--- config.mk ---
export PLATFORM = sky130hd
export DESIGN_NAME = memory_access_flat
export DESIGN_NICKNAME = d
export VERILOG_FILES = /design/src/rtl/riscv_pkg.sv /design/src/rtl/memory_access_if.sv /design/src/rtl/dbus_ctrl.sv /design/src/rtl/memory_access.sv /design/src/flat_wrapper.sv
export SDC_FILE = /design/constraint.sdc
export NUM_CORES = 1
export LEC_CHECK = 0
export BUFFER_PORTS_ARGS = -buffer_cell sky130_fd_sc_hd__buf_4
export CORE_AREA = 2 2 123 125
export DETAILED_ROUTE_END_ITERATION = 10
export DIE_AREA = 0 0 125 127
export GPL_TIMING_DRIVEN = 0
export PLACE_DENSITY = 0.71
export SLEW_MARGIN = 10
export SYNTH_ARGS = -nofsm -noshare
export SYNTH_HDL_FRONTEND = slang
export SYNTH_SLANG_ARGS = --single-unit
--- constraint.sdc ---
create_clock -name clk -period 1.9 [get_ports clk]
set_clock_uncertainty 0.2 [all_clocks]
set_input_delay 0.19 -clock clk [delete_from_list [all_inputs] [get_ports clk]]
set_output_delay 0.19 -clock clk [all_outputs]
set_load 0.01 [all_outputs]
--- src/rtl/riscv_pkg.sv ---
// riscv_pkg: shared encodings for the RV32I pipeline.
// Holds write-back source codes, M-stage FSM states and the E->M control bundle.
package riscv_pkg;

  localparam logic [1:0] SRC_ALU = 2'b00;
  localparam logic [1:0] SRC_MEM = 2'b01;
  localparam logic [1:0] SRC_PC4 = 2'b10;

  localparam logic [1:0] ST_IDLE  = 2'b00;
  localparam logic [1:0] ST_RESP  = 2'b01;
  localparam logic [1:0] ST_DRAIN = 2'b10;

  typedef struct packed {
    logic       pc_write;
    logic       rd_write;
    logic       mem_write;
    logic [1:0] rd_write_src;
    logic [4:0] rd;
  } ex_mem_ctrl_t;

  function automatic logic is_mem_op(
    input ex_mem_ctrl_t c
  );
    return c.mem_write |
           (c.rd_write_src == SRC_MEM);
  endfunction

endpackage

--- src/rtl/memory_access_if.sv ---
// memory_access_if: word data bus, valid/ready request plus response channel.
// master drives req/we/addr/wdata; slave drives ready/rvalid/rdata.
interface memory_access_if #(
  parameter int XLEN = 32
) ();

  logic            req;
  logic            we;
  logic [XLEN-1:0] addr;
  logic [XLEN-1:0] wdata;
  logic            ready;
  logic            rvalid;
  logic [XLEN-1:0] rdata;

  modport master (
    output req, we, addr, wdata,
    input  ready, rvalid, rdata
  );

  modport slave (
    input  req, we, addr, wdata,
    output ready, rvalid, rdata
  );

endinterface

--- src/rtl/dbus_ctrl.sv ---
// dbus_ctrl: data-bus access FSM (IDLE/RESP/DRAIN) with done/stall logic.
// Ports: clk, rst, mem_op_i, store_i, flush_i, ready_i, rvalid_i ->
//        req_o, done_o, load_done_o, stall_o, drain_o.
module dbus_ctrl
  import riscv_pkg::*;
(
  input  logic clk,
  input  logic rst,
  input  logic mem_op_i,
  input  logic store_i,
  input  logic flush_i,
  input  logic ready_i,
  input  logic rvalid_i,
  output logic req_o,
  output logic done_o,
  output logic load_done_o,
  output logic stall_o,
  output logic drain_o
);

  logic [1:0] state_q;
  logic [1:0] state_d;
  logic       accept;
  logic       done;

  assign req_o  = (state_q == ST_IDLE) & mem_op_i;
  assign accept = req_o & ready_i;

  always_comb begin
    state_d = state_q;
    done    = 1'b0;
    unique case (state_q)
      ST_IDLE: begin
        if (accept) begin
          if (store_i || rvalid_i) begin
            done = 1'b1;
          end else if (flush_i) begin
            // load accepted but its slot is
            // being bubbled: drop the reply
            state_d = ST_DRAIN;
          end else begin
            state_d = ST_RESP;
          end
        end
      end
      ST_RESP: begin
        if (rvalid_i) begin
          done    = 1'b1;
          state_d = ST_IDLE;
        end else if (flush_i) begin
          state_d = ST_DRAIN;
        end
      end
      ST_DRAIN: begin
        if (rvalid_i) begin
          state_d = ST_IDLE;
        end
      end
      default: begin
        state_d = ST_IDLE;
      end
    endcase
  end

  always_ff @(posedge clk) begin
    if (rst) begin
      state_q <= ST_IDLE;
    end else begin
      state_q <= state_d;
    end
  end

  assign done_o      = done;
  assign load_done_o = done & ~store_i;
  assign drain_o     = (state_q == ST_DRAIN);
  assign stall_o     = (mem_op_i & ~done) |
                       (state_q == ST_DRAIN);

endmodule

--- src/rtl/memory_access.sv ---
// memory_access: M stage; registers E results and runs word loads/stores.
// Ports: clk, rst, *_e inputs, flush_m -> stall_m, *_m outputs, dbus master.
module memory_access
  import riscv_pkg::*;
#(
  parameter int XLEN = 32
) (
  input  logic            clk,
  input  logic            rst,
  input  logic            pc_write_e,
  input  logic            rd_write_e,
  input  logic            mem_write_e,
  input  logic [1:0]      rd_write_src_e,
  input  logic [4:0]      rd_e,
  input  logic [XLEN-1:0] pc_e,
  input  logic [XLEN-1:0] alu_res_e,
  input  logic [XLEN-1:0] mem_data_e,
  input  logic            flush_m,
  output logic            stall_m,
  output logic            pc_write_m,
  output logic            rd_write_m,
  output logic [1:0]      rd_write_src_m,
  output logic [4:0]      rd_m,
  output logic [XLEN-1:0] pc_m,
  output logic [XLEN-1:0] alu_res_m,
  output logic [XLEN-1:0] read_data_m,
  memory_access_if.master dbus
);

  ex_mem_ctrl_t    ctrl_e;
  ex_mem_ctrl_t    ctrl_q;
  ex_mem_ctrl_t    ctrl_d;
  logic [XLEN-1:0] pc_q;
  logic [XLEN-1:0] pc_d;
  logic [XLEN-1:0] alu_q;
  logic [XLEN-1:0] alu_d;
  logic [XLEN-1:0] wdata_q;
  logic [XLEN-1:0] wdata_d;

  logic mem_op;
  logic stall;
  logic done;
  logic load_done;
  logic drain;

  assign ctrl_e = {pc_write_e,
                   rd_write_e,
                   mem_write_e,
                   rd_write_src_e,
                   rd_e};

  assign mem_op = is_mem_op(ctrl_q);

  dbus_ctrl u_dbus_ctrl (
    .clk         (clk),
    .rst         (rst),
    .mem_op_i    (mem_op),
    .store_i     (ctrl_q.mem_write),
    .flush_i     (flush_m),
    .ready_i     (dbus.ready),
    .rvalid_i    (dbus.rvalid),
    .req_o       (dbus.req),
    .done_o      (done),
    .load_done_o (load_done),
    .stall_o     (stall),
    .drain_o     (drain)
  );

  // flush beats hold, except while draining:
  // the slot is already a bubble then
  always_comb begin
    ctrl_d  = ctrl_q;
    pc_d    = pc_q;
    alu_d   = alu_q;
    wdata_d = wdata_q;
    if (flush_m && !drain) begin
      ctrl_d  = '0;
      pc_d    = '0;
      alu_d   = '0;
      wdata_d = '0;
    end else if (!stall) begin
      ctrl_d  = ctrl_e;
      pc_d    = pc_e;
      alu_d   = alu_res_e;
      wdata_d = mem_data_e;
    end
  end

  always_ff @(posedge clk) begin
    if (rst) begin
      ctrl_q  <= '0;
      pc_q    <= '0;
      alu_q   <= '0;
      wdata_q <= '0;
    end else begin
      ctrl_q  <= ctrl_d;
      pc_q    <= pc_d;
      alu_q   <= alu_d;
      wdata_q <= wdata_d;
    end
  end

  assign stall_m        = stall;
  assign pc_write_m     = ctrl_q.pc_write & ~stall;
  assign rd_write_m     = ctrl_q.rd_write & ~stall;
  assign rd_write_src_m = ctrl_q.rd_write_src;
  assign rd_m           = ctrl_q.rd;
  assign pc_m           = pc_q;
  assign alu_res_m      = alu_q;
  assign read_data_m    = load_done ? dbus.rdata
                                    : '0;

  assign dbus.we    = ctrl_q.mem_write;
  assign dbus.addr  = {alu_q[XLEN-1:2], 2'b00};
  assign dbus.wdata = wdata_q;

  logic unused_done;
  assign unused_done = done;

endmodule

--- src/flat_wrapper.sv ---
// flat-port wrapper written by rule: the top's interface ports become plain ports
module memory_access_flat import riscv_pkg::*;
#(
  parameter int XLEN = 32
)
  (clk, rst, pc_write_e, rd_write_e, mem_write_e, rd_write_src_e, rd_e, pc_e, alu_res_e, mem_data_e, flush_m, stall_m, pc_write_m, rd_write_m, rd_write_src_m, rd_m, pc_m, alu_res_m, read_data_m, dbus_req, dbus_we, dbus_addr, dbus_wdata, dbus_ready, dbus_rvalid, dbus_rdata);
  memory_access_if #(.XLEN(XLEN)) dbus_i ();
  input  logic clk;
  input  logic rst;
  input  logic pc_write_e;
  input  logic rd_write_e;
  input  logic mem_write_e;
  input  logic [1:0] rd_write_src_e;
  input  logic [4:0] rd_e;
  input  logic [XLEN-1:0] pc_e;
  input  logic [XLEN-1:0] alu_res_e;
  input  logic [XLEN-1:0] mem_data_e;
  input  logic flush_m;
  output logic stall_m;
  output logic pc_write_m;
  output logic rd_write_m;
  output logic [1:0] rd_write_src_m;
  output logic [4:0] rd_m;
  output logic [XLEN-1:0] pc_m;
  output logic [XLEN-1:0] alu_res_m;
  output logic [XLEN-1:0] read_data_m;
  output wire logic [$bits(dbus_i.req)-1:0] dbus_req;
  output wire logic [$bits(dbus_i.we)-1:0] dbus_we;
  output wire logic [$bits(dbus_i.addr)-1:0] dbus_addr;
  output wire logic [$bits(dbus_i.wdata)-1:0] dbus_wdata;
  input wire logic [$bits(dbus_i.ready)-1:0] dbus_ready;
  input wire logic [$bits(dbus_i.rvalid)-1:0] dbus_rvalid;
  input wire logic [$bits(dbus_i.rdata)-1:0] dbus_rdata;
  assign dbus_req = dbus_i.req;
  assign dbus_we = dbus_i.we;
  assign dbus_addr = dbus_i.addr;
  assign dbus_wdata = dbus_i.wdata;
  assign dbus_i.ready = dbus_ready;
  assign dbus_i.rvalid = dbus_rvalid;
  assign dbus_i.rdata = dbus_rdata;
  memory_access #(.XLEN(XLEN)) u_core (.clk(clk), .rst(rst), .pc_write_e(pc_write_e), .rd_write_e(rd_write_e), .mem_write_e(mem_write_e), .rd_write_src_e(rd_write_src_e), .rd_e(rd_e), .pc_e(pc_e), .alu_res_e(alu_res_e), .mem_data_e(mem_data_e), .flush_m(flush_m), .stall_m(stall_m), .pc_write_m(pc_write_m), .rd_write_m(rd_write_m), .rd_write_src_m(rd_write_src_m), .rd_m(rd_m), .pc_m(pc_m), .alu_res_m(alu_res_m), .read_data_m(read_data_m), .dbus(dbus_i));
endmodule
# Word level (Yosys, flattened, before mapping)
# Index checks and enable logic that the tools add are counted.
dict set report totals {
  out_inout_bits 172
  wordCells 45
  inputBits 143
  ff_bits 108
}
dict set report classes {
  n_bitwise 11
  reduce_logical 6
  n_eq_ne 7
  n_mux 12
}
# operator n
set ops {}
lappend ops {{$mux W32} 1}
lappend ops {{$mux W2} 6}
lappend ops {{$and A1 B1 Y1} 6}
lappend ops {{$ne A2 B2 Y1 const B} 3}
lappend ops {{$pmux W2 S3} 1}
lappend ops {{$eq A2 B1 Y1 const B} 2}
lappend ops {{$reduce_and A4 Y1} 1}
lappend ops {{$mux W1} 3}
lappend ops {{$ne A3 B3 Y1 const B} 1}
lappend ops {{$not A1 Y1} 3}
lappend ops {{$eq A2 B2 Y1 const B} 1}
lappend ops {{$logic_not A2 Y1} 1}
lappend ops {{$or A1 B1 Y1} 2}
lappend ops {{$pmux W1 S2} 1}
lappend ops {{$reduce_or A2 Y1} 1}
lappend ops {{$logic_and A1 B1 Y1} 1}
lappend ops {{$logic_not A1 Y1} 1}
lappend ops {{$logic_or A1 B1 Y1} 1}

# Depth between registers and ports, before layout
dict set report logic_depth {
  word_depth 11
  depth_mapped 8
  depth_no_buf 4
}

# By module
# Synthesis repeated with hierarchy kept, for this count alone.
dict set report unflattened {
  hier_cells 453
  hier_area_um2 4733.3
}
# module seq_area_each_um2 cells_each n_inst area_each_um2
set modules_own_cells {}
lappend modules_own_cells {memory_access 2122.0 434 1 4579.4}
lappend modules_own_cells {dbus_ctrl 40.0 19 1 153.9}

# Worst setup path after synthesis
# Ideal clock, no wire load.
dict set report synth_path {
  path_kind {flip-flop to output port}
  from {reg u_core.ctrl_q (netlist bit u_core.dbus.we)}
  to {out pc_write_m}
  path_buffers 3
  slack_ns 0.087
  arrival_ns 1.423
  stages_incl_launch_ff 8
  t_required_ns 1.510
  path_cell_list {dfxtp_1 > buf_4 > nor2_1 > o32a_1 > a2bb2oi_1 > buf_6 > buf_6 > nor2b_1}
}
dict set report synth_via {
  elab_chain_len 10
  word_cells_on_any_way 12
  cone_classes {mux: 3; bitwise: 8; reduce/logical: 1}
}
# element line
set synth_rtl {}
lappend synth_rtl {{start, declared} memory_access.sv:31} ;# ex_mem_ctrl_t ctrl_q;
lappend synth_rtl {{start signal, assigned} memory_access.sv:96} ;# ctrl_q <= ctrl_d;
lappend synth_rtl {{$or A1 B1 Y1} riscv_pkg.sv:24} ;# return c.mem_write |
lappend synth_rtl {{$and A1 B1 Y1} dbus_ctrl.sv:26} ;# assign req_o = (state_q == ST_IDLE) & mem_op_i;
lappend synth_rtl {{$and A1 B1 Y1} dbus_ctrl.sv:27} ;# assign accept = req_o & ready_i;
lappend synth_rtl {{$mux W1} dbus_ctrl.sv:34} ;# if (accept) begin
lappend synth_rtl {{$pmux W1 S2} dbus_ctrl.sv:32} ;# unique case (state_q)
lappend synth_rtl {{$not A1 Y1} dbus_ctrl.sv:76} ;# assign stall_o = (mem_op_i & ~done) |
lappend synth_rtl {{$and A1 B1 Y1 (*)} dbus_ctrl.sv:76}
lappend synth_rtl {{$or A1 B1 Y1 (*)} dbus_ctrl.sv:76}
lappend synth_rtl {{$not A1 Y1 (*)} memory_access.sv:104} ;# assign pc_write_m = ctrl_q.pc_write & ~stall;
lappend synth_rtl {{$and A1 B1 Y1 (*)} memory_access.sv:104}
lappend synth_rtl {{end, declared} flat_wrapper.sv:20} ;# output logic pc_write_m;
# Every way passes the cells marked *; elsewhere a longest branch is shown, timed or not.

# Worst setup path after layout
dict set report layout_path {
  from {reg u_core.ctrl_q (netlist bit u_core.rd_write_src_m[1])}
  to {out stall_m}
}
dict set report layout_via {
  elab_chain_len 9
}
# element line
set layout_rtl {}
lappend layout_rtl {{$eq A2 B1 Y1 (*)} riscv_pkg.sv:25} ;# (c.rd_write_src == SRC_MEM);
lappend layout_rtl {{$or A1 B1 Y1 (*)} riscv_pkg.sv:24}
lappend layout_rtl {{$and A1 B1 Y1} dbus_ctrl.sv:26}
lappend layout_rtl {{$and A1 B1 Y1} dbus_ctrl.sv:27}
lappend layout_rtl {{$mux W1} dbus_ctrl.sv:34}
lappend layout_rtl {{$pmux W1 S2} dbus_ctrl.sv:32}
lappend layout_rtl {{$not A1 Y1} dbus_ctrl.sv:76}
lappend layout_rtl {{$and A1 B1 Y1 (*)} dbus_ctrl.sv:76}
lappend layout_rtl {{$or A1 B1 Y1 (*)} dbus_ctrl.sv:76}
lappend layout_rtl {{end, declared} flat_wrapper.sv:19} ;# output logic stall_m;
# Marked as above.

==> impl_metrics.env <==
export IMPL_status="finished, violations left"
export IMPL_violations="setup timing"
export IMPL_fp_coreArea_sq_mm=0.0144
export IMPL_synthSimpleGateAreaFrac=0.218
export IMPL_critPathSlowestCell="dfxtp_2"
export IMPL_hold_violations=0
export IMPL_synth_top_family_by_area="simple AND/OR/NAND/NOR gates"
export IMPL_end_kind="primary output"
export IMPL_final_common_cell="buf_4"
export IMPL_stdcell_area_sq_mm=0.00950
export IMPL_n_antenna_cell=0
export IMPL_cts_inserted_buffers=9
export IMPL_clk_pin_slew_worst_paths_ns=0.07
export IMPL_synth_area_top_cells="dfxtp_1, mux2i_1, nand2_1"
export IMPL_max_freq_mhz=464
export IMPL_grt_antenna_before_repair=0
export IMPL_htree_levels=3
export IMPL_first_pass_iters=4
export IMPL_wire_per_inst_microns=15.1
export IMPL_grt_overflow_total=0
export IMPL_powerDensity_mw_per_mm2=601
export IMPL_pin_count=315
export IMPL_cp_start_kind="register"
export IMPL_path_max_fanout=6
export IMPL_grt_pass1_vias=5304
export IMPL_path_buf_inv=3
export IMPL_fin_hold_ws_ns=0.0394
export IMPL_drv_slew=0
export IMPL_synth_mux_area_frac=0.218
export IMPL_rows=44
export IMPL_nets=1159
export IMPL_place_congestion=0.802
export IMPL_drcViolationCount=0
export IMPL_die_h_microns=127
export IMPL_cp_top_family="compound AO/OA/AOI/OAI gates"
export IMPL_antenna_left=0
export IMPL_yosysTopAreaCell="dfxtp_1"
export IMPL_grt_start_max_net_pins=17
export IMPL_crit_required_ns=1.51
export IMPL_drt_total_wl_microns=18200
export IMPL_finalCritPeriodShare=1.14
export IMPL_syn_inst=559
export IMPL_root_buffer="clkbuf_16"
export IMPL_hold_class="input port to register"
export IMPL_cp_arrival_ns=1.77
export IMPL_worstPathCellList="and2b_2 -> o21ai_0 -> a2bb2oi_4 -> buf_12 -> buf_8 -> buf_4"
export IMPL_final_cell_mix="buf_4, nand2_1, dlygate4sd3_1"
export IMPL_place_hpwl_microns=12100
export IMPL_numClockSinks=108
export IMPL_drive_above_1_share=0.449
export IMPL_fin_ws_ns=-0.257
export IMPL_setup_viol=57
export IMPL_rsz0062_at_grt="yes"
export IMPL_synth_top_area_share=0.445
export IMPL_power_leakage_nw=4.38
export IMPL_place_area_sq_mm=0.00744
export IMPL_grtUsageTotal=0.213
export IMPL_synth_xor_area_share=0
export IMPL_finalPower_mw=5.71
export IMPL_postLayoutCoreUtil=0.659
export IMPL_criticalPathCategory="register to primary output"
export IMPL_yosysUniqueCellTypes=24
export IMPL_fp_dieArea_sq_mm=0.0159
export IMPL_num_vias=5348
export IMPL_area_growth_pct=95.5
export IMPL_die_x_microns=125
export IMPL_synthAdderAreaFrac=0
export IMPL_dr_first_iter_drc_count=166
export IMPL_synth_compound_area_share=0.0121
export IMPL_drv_cap=0
export IMPL_vias_per_cell=4.44
export IMPL_yosysWarnings=0
export IMPL_io_buffer_count=312
export IMPL_ys_seq_area_frac=0.445
export IMPL_syn_area_sq_mm=0.00486
export IMPL_crit_path_max_incr_delay_ns=0.33
export IMPL_cts_tree="built"
export IMPL_clock_latency_ns=0.34
export IMPL_cts_buffer_depth=2
export IMPL_initial_core_util=0.337
export IMPL_syn_area_per_cell_sq_um=8.69
export IMPL_ir_drop_uv=428
export IMPL_ys_ff_latch=108
export IMPL_grt_pass1_wl_microns=27300
export IMPL_fin_crit_ns=2.16
[worst reg2reg max path, delay by kind of cell, from the launching register on]
family	cells	cell delay, ns
AND/OR/NAND/NOR	1	0.24
multiplexers	1	0.20
AO/OA/AOI/OAI	2	0.45
flip-flops	1	0.33
buffers and inverters	4	0.49
[final timing paths]
path / startpoint / to / slack [ns] / cells past startpoint
max: u_core.rd_write_src_m[1] / stall_m / -0.26 / 6
min: dbus_ready / u_core.u_dbus_ctrl.state_q[0] / 0.04 / 3
max reg2reg: u_core.rd_write_src_m[1] / u_core.dbus.wdata[6] / -0.08 / 8
min reg2reg: u_core.pc_m[18] / u_core.pc_m[18] / 0.26 / 2
[layout make-up]
type                    count  area [sq um]
plain buffers              76           668
clock buffers              12           246
clock inverters             4          25.0
fillers                  1164          4920
inverters                   3          11.3
multi-input cells         371          2280
flip-flops and latches    108          2170
well taps                 184           230
repair buffers            447          3870
[logic make-up after synthesis]
logic type	Yosys count
DFF	108
other	1
muxes	106
and+or+nand+nor	255
buffers and inverters	81
AOI/OAI and AO/OA	8
[cell usage after synthesis]
cell       instances
mux2i_1          106
and2b_1            1
nor3_1             2
buf_4             49
a31oi_1            1
o21ai_0            2
nand2_1          212
nor2_1             2
clkbuf_1          20
buf_2              2
conb_1             1
inv_1              3
or3_1              1
a21oi_2            1
buf_1              4
a211oi_1           2
nand2b_1           2
nor2b_1            2
a2bb2oi_1          1
buf_6              3
and2_1            32
or3b_2             1
dfxtp_1          108
o32a_1             1
[through the flow]
step / instances / setup WS [ns] / setup TNS, ns
CTS: 1192 / -0.265 / -8.37
detailed placement: 1056 / -0.754 / -40.75
finish: 1205 / -0.257 / -8.31
global placement: 1056 / -0.740 / -36.60
floorplan: 560 / 0.0873 / 0
global route: 1205 / -0.370 / -16.40
[flip-flops by register name, indices dropped and copies added, names as in the netlist]
| signal | flops |
|---|---|
| u_core.alu_res_m | 32 |
| u_core.ctrl_q | 2 |
| u_core.dbus.wdata | 32 |
| u_core.dbus.we | 1 |
| u_core.pc_m | 32 |
| u_core.rd_m | 5 |
| u_core.rd_write_src_m | 2 |
| u_core.u_dbus_ctrl.state_q | 2 |
[layer usage]
metal | part of all wire | vias up | GRT usage
met2 | 0.53 | 205 | 0.404
li1 | - | 2660 | -
met3 | 0.065 | 29 | 0.0570
met5 | 0 | - | 0
met4 | 0.026 | 0 | 0.0765
met1 | 0.37 | 2454 | 0.227
[power by group]
part,switching (mW),internal [mW]
clock,0.853,0.924
sequential,0.0747,2.38
combinational,0.567,0.914
[what timing repair did]
action                     CTS  global route
resized for setup           89            56
gates cloned                 0             5
hold endpoints to repair   108             0
setup buffers               10            10
hold buffers               110             0
pin swaps                   12             1
setup endpoints to repair  141           127
Power figures use the tool's default switching activity.
